==> src/rtl/pc_branch_unit_pkg.sv <==
// Shared types and branch-target constants
// for the PC / branch-resolution stage.
package pc_branch_unit_pkg;

  typedef enum logic [1:0] {
    IDLE = 2'd0,
    RUN  = 2'd1,
    HALT = 2'd2
  } pc_state_e;

  typedef enum logic [1:0] {
    BR_ALW = 2'd0,
    BR_EQ  = 2'd1,
    BR_GT  = 2'd2,
    BR_LT  = 2'd3
  } br_cond_e;

  localparam int unsigned BR_TGT_0 = 12;
  localparam int unsigned BR_TGT_1 = 7;
  localparam int unsigned BR_TGT_2 = 20;
  localparam int unsigned BR_TGT_3 = 40;
  localparam int unsigned BR_TGT_4 = 100;
  localparam int unsigned BR_TGT_5 = 3;
  localparam int unsigned BR_TGT_6 = 511;
  localparam int unsigned BR_TGT_7 = 1023;

endpackage

==> src/rtl/pc_branch_unit_if.sv <==
// Decode/flag inputs and PC/status outputs
// of the PC / branch-resolution stage.
interface pc_branch_unit_if #(
  parameter int unsigned PC_W  = 10,
  parameter int unsigned LUT_W = 5
);
  logic             START;
  logic             HALT_REQ;
  logic             FLAG_WE;
  logic             ZERO;
  logic             GREATER;
  logic             BRANCH;
  logic [1:0]       BR_COND;
  logic [LUT_W-1:0] BR_IDX;
  logic [PC_W-1:0]  PC;
  logic             FETCH_VALID;
  logic             DONE;
  logic             FLAG_Z;
  logic             FLAG_G;

  modport master (
    output START, HALT_REQ, FLAG_WE,
    output ZERO, GREATER, BRANCH,
    output BR_COND, BR_IDX,
    input  PC, FETCH_VALID, DONE,
    input  FLAG_Z, FLAG_G
  );

  modport slave (
    input  START, HALT_REQ, FLAG_WE,
    input  ZERO, GREATER, BRANCH,
    input  BR_COND, BR_IDX,
    output PC, FETCH_VALID, DONE,
    output FLAG_Z, FLAG_G
  );
endinterface

==> src/rtl/pc_branch_unit_lut.sv <==
// Combinational branch-target table.
// Unlisted indices fall back to START_ADDR.
module branch_lut
  import pc_branch_unit_pkg::*;
#(
  parameter int unsigned PC_W       = 10,
  parameter int unsigned LUT_W      = 5,
  parameter int unsigned START_ADDR = 0
) (
  input  logic [LUT_W-1:0] idx,
  output logic [PC_W-1:0]  target
);

  always_comb begin
    target = PC_W'(START_ADDR);
    case (idx)
      LUT_W'(0): target = PC_W'(BR_TGT_0);
      LUT_W'(1): target = PC_W'(BR_TGT_1);
      LUT_W'(2): target = PC_W'(BR_TGT_2);
      LUT_W'(3): target = PC_W'(BR_TGT_3);
      LUT_W'(4): target = PC_W'(BR_TGT_4);
      LUT_W'(5): target = PC_W'(BR_TGT_5);
      LUT_W'(6): target = PC_W'(BR_TGT_6);
      LUT_W'(7): target = PC_W'(BR_TGT_7);
      default:   target = PC_W'(START_ADDR);
    endcase
  end

endmodule

==> src/rtl/pc_branch_unit.sv <==
// PC register, flag register and run/halt
// sequencing with one-cycle table branches.
module pc_branch_unit
  import pc_branch_unit_pkg::*;
#(
  parameter int unsigned PC_W       = 10,
  parameter int unsigned LUT_W      = 5,
  parameter int unsigned START_ADDR = 0
) (
  input logic              CLK,
  input logic              RESET_N,
  pc_branch_unit_if.slave  bus
);

  localparam logic [PC_W-1:0] START_PC =
    PC_W'(START_ADDR);

  pc_state_e       state_q;
  logic [PC_W-1:0] pc_q;
  logic [PC_W-1:0] br_tgt;
  logic            flag_z_q;
  logic            flag_g_q;
  logic            cond_ok;

  branch_lut #(
    .PC_W       (PC_W),
    .LUT_W      (LUT_W),
    .START_ADDR (START_ADDR)
  ) u_lut (
    .idx    (bus.BR_IDX),
    .target (br_tgt)
  );

  // Branch sees the registered flags only;
  // a same-cycle compare is not bypassed.
  always_comb begin
    cond_ok = 1'b0;
    unique case (br_cond_e'(bus.BR_COND))
      BR_ALW: cond_ok = 1'b1;
      BR_EQ:  cond_ok = flag_z_q;
      BR_GT:  cond_ok = flag_g_q;
      BR_LT:  cond_ok = !flag_z_q && !flag_g_q;
      default: cond_ok = 1'b0;
    endcase
  end

  always_ff @(posedge CLK) begin
    if (!RESET_N) begin
      state_q  <= IDLE;
      pc_q     <= START_PC;
      flag_z_q <= 1'b0;
      flag_g_q <= 1'b0;
    end else begin
      unique case (state_q)
        IDLE: begin
          if (bus.START) state_q <= RUN;
        end
        RUN: begin
          if (bus.FLAG_WE) begin
            flag_z_q <= bus.ZERO;
            flag_g_q <= bus.GREATER;
          end
          if (bus.HALT_REQ)
            state_q <= HALT;
          else if (bus.BRANCH && cond_ok)
            pc_q <= br_tgt;
          else
            pc_q <= pc_q + PC_W'(1);
        end
        HALT: begin
          if (bus.START) begin
            state_q  <= RUN;
            pc_q     <= START_PC;
            flag_z_q <= 1'b0;
            flag_g_q <= 1'b0;
          end
        end
        default: state_q <= IDLE;
      endcase
    end
  end

  assign bus.PC          = pc_q;
  assign bus.FETCH_VALID = (state_q == RUN);
  assign bus.DONE        = (state_q == HALT);
  assign bus.FLAG_Z      = flag_z_q;
  assign bus.FLAG_G      = flag_g_q;

endmodule

==> src/flat_wrapper.sv <==
// flat-port wrapper written by rule: the top's interface ports become plain ports
module pc_branch_unit_flat import pc_branch_unit_pkg::*;
#(
  parameter int unsigned PC_W       = 10,
  parameter int unsigned LUT_W      = 5,
  parameter int unsigned START_ADDR = 0
)
  (CLK, RESET_N, bus_START, bus_HALT_REQ, bus_FLAG_WE, bus_ZERO, bus_GREATER, bus_BRANCH, bus_BR_COND, bus_BR_IDX, bus_PC, bus_FETCH_VALID, bus_DONE, bus_FLAG_Z, bus_FLAG_G);
  pc_branch_unit_if #(.PC_W(PC_W), .LUT_W(LUT_W)) bus_i ();
  input logic CLK;
  input logic RESET_N;
  input wire logic [$bits(bus_i.START)-1:0] bus_START;
  input wire logic [$bits(bus_i.HALT_REQ)-1:0] bus_HALT_REQ;
  input wire logic [$bits(bus_i.FLAG_WE)-1:0] bus_FLAG_WE;
  input wire logic [$bits(bus_i.ZERO)-1:0] bus_ZERO;
  input wire logic [$bits(bus_i.GREATER)-1:0] bus_GREATER;
  input wire logic [$bits(bus_i.BRANCH)-1:0] bus_BRANCH;
  input wire logic [$bits(bus_i.BR_COND)-1:0] bus_BR_COND;
  input wire logic [$bits(bus_i.BR_IDX)-1:0] bus_BR_IDX;
  output wire logic [$bits(bus_i.PC)-1:0] bus_PC;
  output wire logic [$bits(bus_i.FETCH_VALID)-1:0] bus_FETCH_VALID;
  output wire logic [$bits(bus_i.DONE)-1:0] bus_DONE;
  output wire logic [$bits(bus_i.FLAG_Z)-1:0] bus_FLAG_Z;
  output wire logic [$bits(bus_i.FLAG_G)-1:0] bus_FLAG_G;
  assign bus_i.START = bus_START;
  assign bus_i.HALT_REQ = bus_HALT_REQ;
  assign bus_i.FLAG_WE = bus_FLAG_WE;
  assign bus_i.ZERO = bus_ZERO;
  assign bus_i.GREATER = bus_GREATER;
  assign bus_i.BRANCH = bus_BRANCH;
  assign bus_i.BR_COND = bus_BR_COND;
  assign bus_i.BR_IDX = bus_BR_IDX;
  assign bus_PC = bus_i.PC;
  assign bus_FETCH_VALID = bus_i.FETCH_VALID;
  assign bus_DONE = bus_i.DONE;
  assign bus_FLAG_Z = bus_i.FLAG_Z;
  assign bus_FLAG_G = bus_i.FLAG_G;
  pc_branch_unit #(.PC_W(PC_W), .LUT_W(LUT_W), .START_ADDR(START_ADDR)) u_core (.CLK(CLK), .RESET_N(RESET_N), .bus(bus_i));
endmodule
==> config.mk <==
export PLATFORM = sky130hd
export DESIGN_NAME = pc_branch_unit_flat
export DESIGN_NICKNAME = d
export VERILOG_FILES = /design/src/rtl/pc_branch_unit_pkg.sv /design/src/rtl/pc_branch_unit_if.sv /design/src/rtl/pc_branch_unit_lut.sv /design/src/rtl/pc_branch_unit.sv /design/src/flat_wrapper.sv
export SDC_FILE = /design/constraint.sdc
export NUM_CORES = 1
export LEC_CHECK = 0
export CAP_MARGIN = 10
export CORE_AREA = 2 2 47 49
export CTS_CLUSTER_SIZE = 16
export DETAILED_ROUTE_END_ITERATION = 16
export DIE_AREA = 0 0 49 51
export HOLD_SLACK_MARGIN = 0.15
export MAX_ROUTING_LAYER = met4
export PLACE_DENSITY = 0.81
export SKIP_CTS_REPAIR_TIMING = 1
export SYNTH_ARGS = -nofsm -noshare
export SYNTH_HDL_FRONTEND = slang
export SYNTH_SLANG_ARGS = --single-unit
==> constraint.sdc <==
create_clock -name CLK -period 2.9 [get_ports CLK]
set_input_delay 0.725 -clock CLK [delete_from_list [all_inputs] [get_ports CLK]]
set_output_delay 0.725 -clock CLK [all_outputs]
set_load 0.1 [all_outputs]
After elaboration in Yosys (flattened, before gate mapping)
Memories as Yosys holds them, arrays and structs flattened.
Cells that the tools add are included.
W data, S select, Z words.
{"block": "totals", "reg_bits": 14, "mem_bits_ro": 80, "inputBits": 15, "output_inout_bits": 14, "memories": 1}
{"name": "(name not given)", "words": 8, "width": 10, "read_ports": 1, "rd_ports_with_merged_regs": 0, "wr": 0, "line_no": "pc_branch_unit_lut.sv:16", "source": "case (idx)"}
{"block": "classes", "add_sub_neg": 1, "eq_ne": 10, "n_mux": 14, "reduce_logical": 12}
{"op": "$mux W10", "n": 4}
{"op": "$pmux W10 S2", "n": 1}
{"op": "$add A10 B1 Y10 const B", "n": 1}
{"op": "$ne A2 B2 Y1 const B", "n": 4}
{"op": "$eq A2 B2 Y1 const B", "n": 3}
{"op": "$logic_not A2 Y1", "n": 3}
{"op": "$reduce_and A3 Y1", "n": 2}
{"op": "$eq A2 B1 Y1 const B", "n": 2}
{"op": "$mux W2", "n": 2}
{"op": "$pmux W1 S2", "n": 2}
{"op": "$pmux W1 S4", "n": 1}
{"op": "$pmux W2 S2", "n": 1}
{"op": "$mux W1", "n": 3}
{"op": "$logic_and A1 B1 Y1", "n": 2}
{"op": "$logic_not A1 Y1", "n": 2}
{"op": "$ne A2 B1 Y1 const B", "n": 1}
{"op": "$reduce_and A2 Y1", "n": 1}
{"op": "$reduce_bool A2 Y1", "n": 1}
{"op": "$reduce_or A2 Y1", "n": 1}

Longest topological paths before layout
{"block": "logic_depth", "word_depth": 7, "mapped_depth": 6, "mapped_depth_nobuf": 6}

Cells and area by module
A second synthesis with hierarchy kept.
{"block": "unflattened", "cells_unflattened": 128, "area_unflattened_um2": 1071.0}
{"mod": "pc_branch_unit", "n_inst": 1, "cells_per_inst": 104, "area_per_inst_um2": 882.1}
{"mod": "branch_lut", "n_inst": 1, "cells_per_inst": 24, "area_per_inst_um2": 188.9}

Worst setup path before layout
OpenSTA, ideal clock, no wires.
{"block": "synth_timing", "path_kind": "register -> register", "start": "register u_core.state_q[1]", "end": "register u_core.pc_q[1] (netlist: u_core.bus.PC[1])", "arrival_ps": 2540, "required_time_ps": 2778, "path_slack_ps": 238, "path_stages_with_launch": 5, "path_buffers": 0, "period_less_slack_ps": 2662, "path_cell_list": "dfxtp_1 -> nor2b_1 -> and2_1 -> nor3_2 -> a221o_1"}
{"block": "synth_via", "elab_chain_len": 3}
{"element": "from (decl)", "line_no": "pc_branch_unit.sv:18", "source": "pc_state_e state_q;"}
{"element": "from (signal assigned)", "line_no": "pc_branch_unit.sv:49", "source": "state_q <= IDLE;"}
{"element": "from (signal assigned)", "line_no": "pc_branch_unit.sv:56", "source": "if (bus.START) state_q <= RUN;"}
{"element": "from (signal assigned)", "line_no": "pc_branch_unit.sv:64", "source": "state_q <= HALT;"}
{"element": "$eq A2 B2 Y1 *"}
{"element": "via bus_DONE", "line_no": "flat_wrapper.sv:22", "source": "output wire logic [$bits(bus_i.DONE)-1:0] bus_DONE;"}
{"element": "$ne A2 B2 Y1 (no line) / $reduce_bool A2 Y1 (equally long branches)"}
{"element": "$reduce_and A3 Y1 (no line)"}
{"element": "to (signal assigned)", "line_no": "pc_branch_unit.sv:66", "source": "pc_q <= br_tgt;"}
{"element": "to (signal assigned)", "line_no": "pc_branch_unit.sv:68", "source": "pc_q <= pc_q + PC_W'(1);"}
{"element": "to (decl)", "line_no": "pc_branch_unit.sv:19", "source": "logic [PC_W-1:0] pc_q;"}
The timed path passes the listed nets; every way through them passes the cells marked *.
A chain may end at the register's enable or synchronous reset.

Final worst setup path
{"block": "layout_timing", "start": "input bus_HALT_REQ", "end": "register u_core.pc_q[6] (netlist: u_core.bus.PC[6])"}
{"block": "layout_via", "elab_chain_len": 2}
{"element": "from (decl)", "line_no": "flat_wrapper.sv:13", "source": "input wire logic [$bits(bus_i.HALT_REQ)-1:0] bus_HALT_REQ;"}
{"element": "$ne A2 B2 Y1 (no line)"}
{"element": "$reduce_and A3 Y1 (no line)"}
Every way passes these cells.

==> metrics.cfg <==
[drt]
wl_met2_mm=1.16
wl_per_cell_um=13.9
drc=0
top_layer_used=met4
routed_wl_mm=2.36
wl_met3_um=116
wl_met1_mm=1.04
drt_iter0_drc=26
vias=964
ant_nets=0
first_pass_iters=4
via_per_inst=5.67

[placement]
dp_hpwl_mm=1.83
portBuffers=28
gp_congestion=0.942
placed_cell_area_mm2=0.00120

[synth]
yosys-top-cells-count=14 x dfxtp_1, 9 x inv_1, 8 x nand2_1, 8 x nor2_1, 7 x nand3_1
synth_flop_cell=dfxtp_1
ys_seq_area_share_pct=29.8
ys_async_sr_fraction_pct=0
syn_nets=133
synth-edff-count=0
yosysTopAreaCell=dfxtp_1
netlist_area_um2=940
synth_cell_types=39
avgSynthCellArea_um2=8.32
yosys-top-cells-area=dfxtp_1 30%, ha_1 6.7%, o32a_1 4.3%
ys_warn_count=0
synth_cells=113
synth_seq_cells=14
yosysTopAreaCellShare_pct=29.8
yosys.cell_count.top_type=dfxtp_1

[power]
power_switching_w=0.000134
clockPowerShare_pct=26.9
switching_share_pct=32.0
cellLeakagePower_nw=0.508
ir_drop_mv=0.206
p_seq_share_pct=47.7
powerDensity_mw_per_mm2=344
p_int_w=0.000286
pwr-share-comb_pct=25.3

[cts]
path_clk_slew_ns=0.08
ctsHtreeMaxLevel=1
clockBufferDepth=2
clockRootBuffer=clkbuf_4
cts_tree=built
cts_num_sinks=14
cts_buffers=3
insertion_delay_ns=0.29

[floorplan]
die_h_um=51
initial_core_util_pct=45.5
rows=17
ioPinCount=29
die_x_um=49
core_mm2=0.00206
dieArea_mm2=0.00250

[job]
maxCapViolCount=0

[global_route]
overflow=0
grt_pass1_vias=938
antenna_found_initial=0
grt_max_degree=9
grt_usage_pct=22.8
grt_pass1_wl_mm=4.26

[timing]
rsz0062_at_grt=false
finalCritPeriodShare_pct=71.7
worst_pin_slew_ns=0.538
fin_skew_ns=0.00233
finalHoldViolCount=0
fmax_mhz=481
fin_worst_hold_slack_ns=0.511
slew_viol_final=0
setup_viol=0
tns_ns=0
slew_headroom_pct=64.0
finalCriticalPeriod_ns=2.08

[worst_setup_path]
crit_chain=clkdlybuf4s50_1 > nor3b_4 > nand2_2 > a21oi_2 > a21oi_1 > o22ai_1
path_buf_inv=1
required_ns=3.11
crit_path_end_kind=flip-flop
cp_max_fo=8
critical_path_class=in -> reg
worst_path_dominant_cell_family=compound AO/OA/AOI/OAI gates
crit_slowest_cell=clkdlybuf4s50_1
max_stage_delay_ns=0.47
worst_ep_arrival_time_ns=2.29
crit_path_start_kind=primary input

[cells_and_area]
final_core_util_pct=59.2
area_growth_pct=30.0
final_area_mm2=0.00122
nNetsFinal=164
num_antenna_cells=0
drive_above_1_share_pct=16.9

[status]
status=complete, no violations

[min_path]
hold_path.class=reg -> reg

[through the flow]
step	power, W	setup WS, ns	instances
finish	0.000420	0.820	170
floorplan	0.000276	0.238	113
detailed placement	0.000311	0.513	167
CTS	0.000420	0.800	170
global route	0.000443	0.660	170
global placement	0.000309	0.549	167
[power groups by stage]
stage	Clock, W	Combinational (W)	Sequential (W)
4_1_cts	0.000113	0.000107	0.000201
6_report	0.000113	0.000106	0.000201
3_5_place_dp	0	0.000106	0.000205
2_1_floorplan	0	0.0000550	0.000221
3_3_place_gp	0	0.000105	0.000205
5_1_grt	0.000126	0.000115	0.000201
[placed cells by master, fill, tap and decap left out, types with 2 or more instances in the layout]
cell,Yosys,final
a21oi_1,6,6
a31oi_1,2,2
a32oi_1,3,3
and2_1,2,2
and3_1,6,6
buf_4,0,14
clkbuf_4,0,3
clkdlybuf4s50_1,0,14
dfxtp_1,14,14
ha_1,5,5
inv_1,9,9
mux2i_1,3,3
nand2_1,8,8
nand2b_1,4,4
nand3_1,7,7
nor2_1,8,8
nor2b_1,2,2
nor3_1,3,3
o21ai_0,2,2
o22ai_1,4,4
o32a_1,4,4
[layout make-up]
cell class,instances,area (um2)
Fill cell,194,842
Timing Repair Buffer,28,245
Sequential cell,14,280
Tap cell,28,35.0
Multi-Input combinational cell,88,604
Clock buffer,3,22.5
Inverter,9,33.8
[worst paths after layout]
| kind | start | to | slack (ns) | cells after the start |
|---|---|---|---|---|
| worst max register to register | u_core.state_q[0] | u_core.bus.PC[6] | 1.35 | 5 |
| worst min-delay path | u_core.bus.PC[9] | u_core.bus.PC[9] | 0.51 | 2 |
| worst min register to register | u_core.bus.PC[9] | u_core.bus.PC[9] | 0.51 | 2 |
| worst max-delay path | bus_HALT_REQ | u_core.bus.PC[6] | 0.82 | 6 |
[worst min-delay path: stages (launching register included)]
cell and delay, ns:
dfxtp_1 0.34, nand3_1 0.07, nand3_1 0.06
[per-layer routing]
metal	vias up	track usage (%)
met5	-	-
met4	0	11.4
met1	448	26.1
met2	31	38.4
li1	481	-
met3	4	4.39
[registers in the layout (all words and copies together), names as in the netlist]
signal / flops
u_core.bus.PC: 10
u_core.state_q: 2
u_core.bus.FLAG_G: 1
u_core.bus.FLAG_Z: 1
[logic make-up (layout without fill, tap and decap cells)]
kind of cell / count (synthesis) / count (layout) / synth area share, %
fa+ha+maj: 5 / 5 / 6.66
simple gates: 50 / 50 / 31.0
mux: 3 / 3 / 3.20
flops: 14 / 14 / 29.8
buf+inv: 11 / 40 / 5.86
compound gates: 30 / 30 / 23.4
Note: power is estimated with default switching activity, not from simulation.
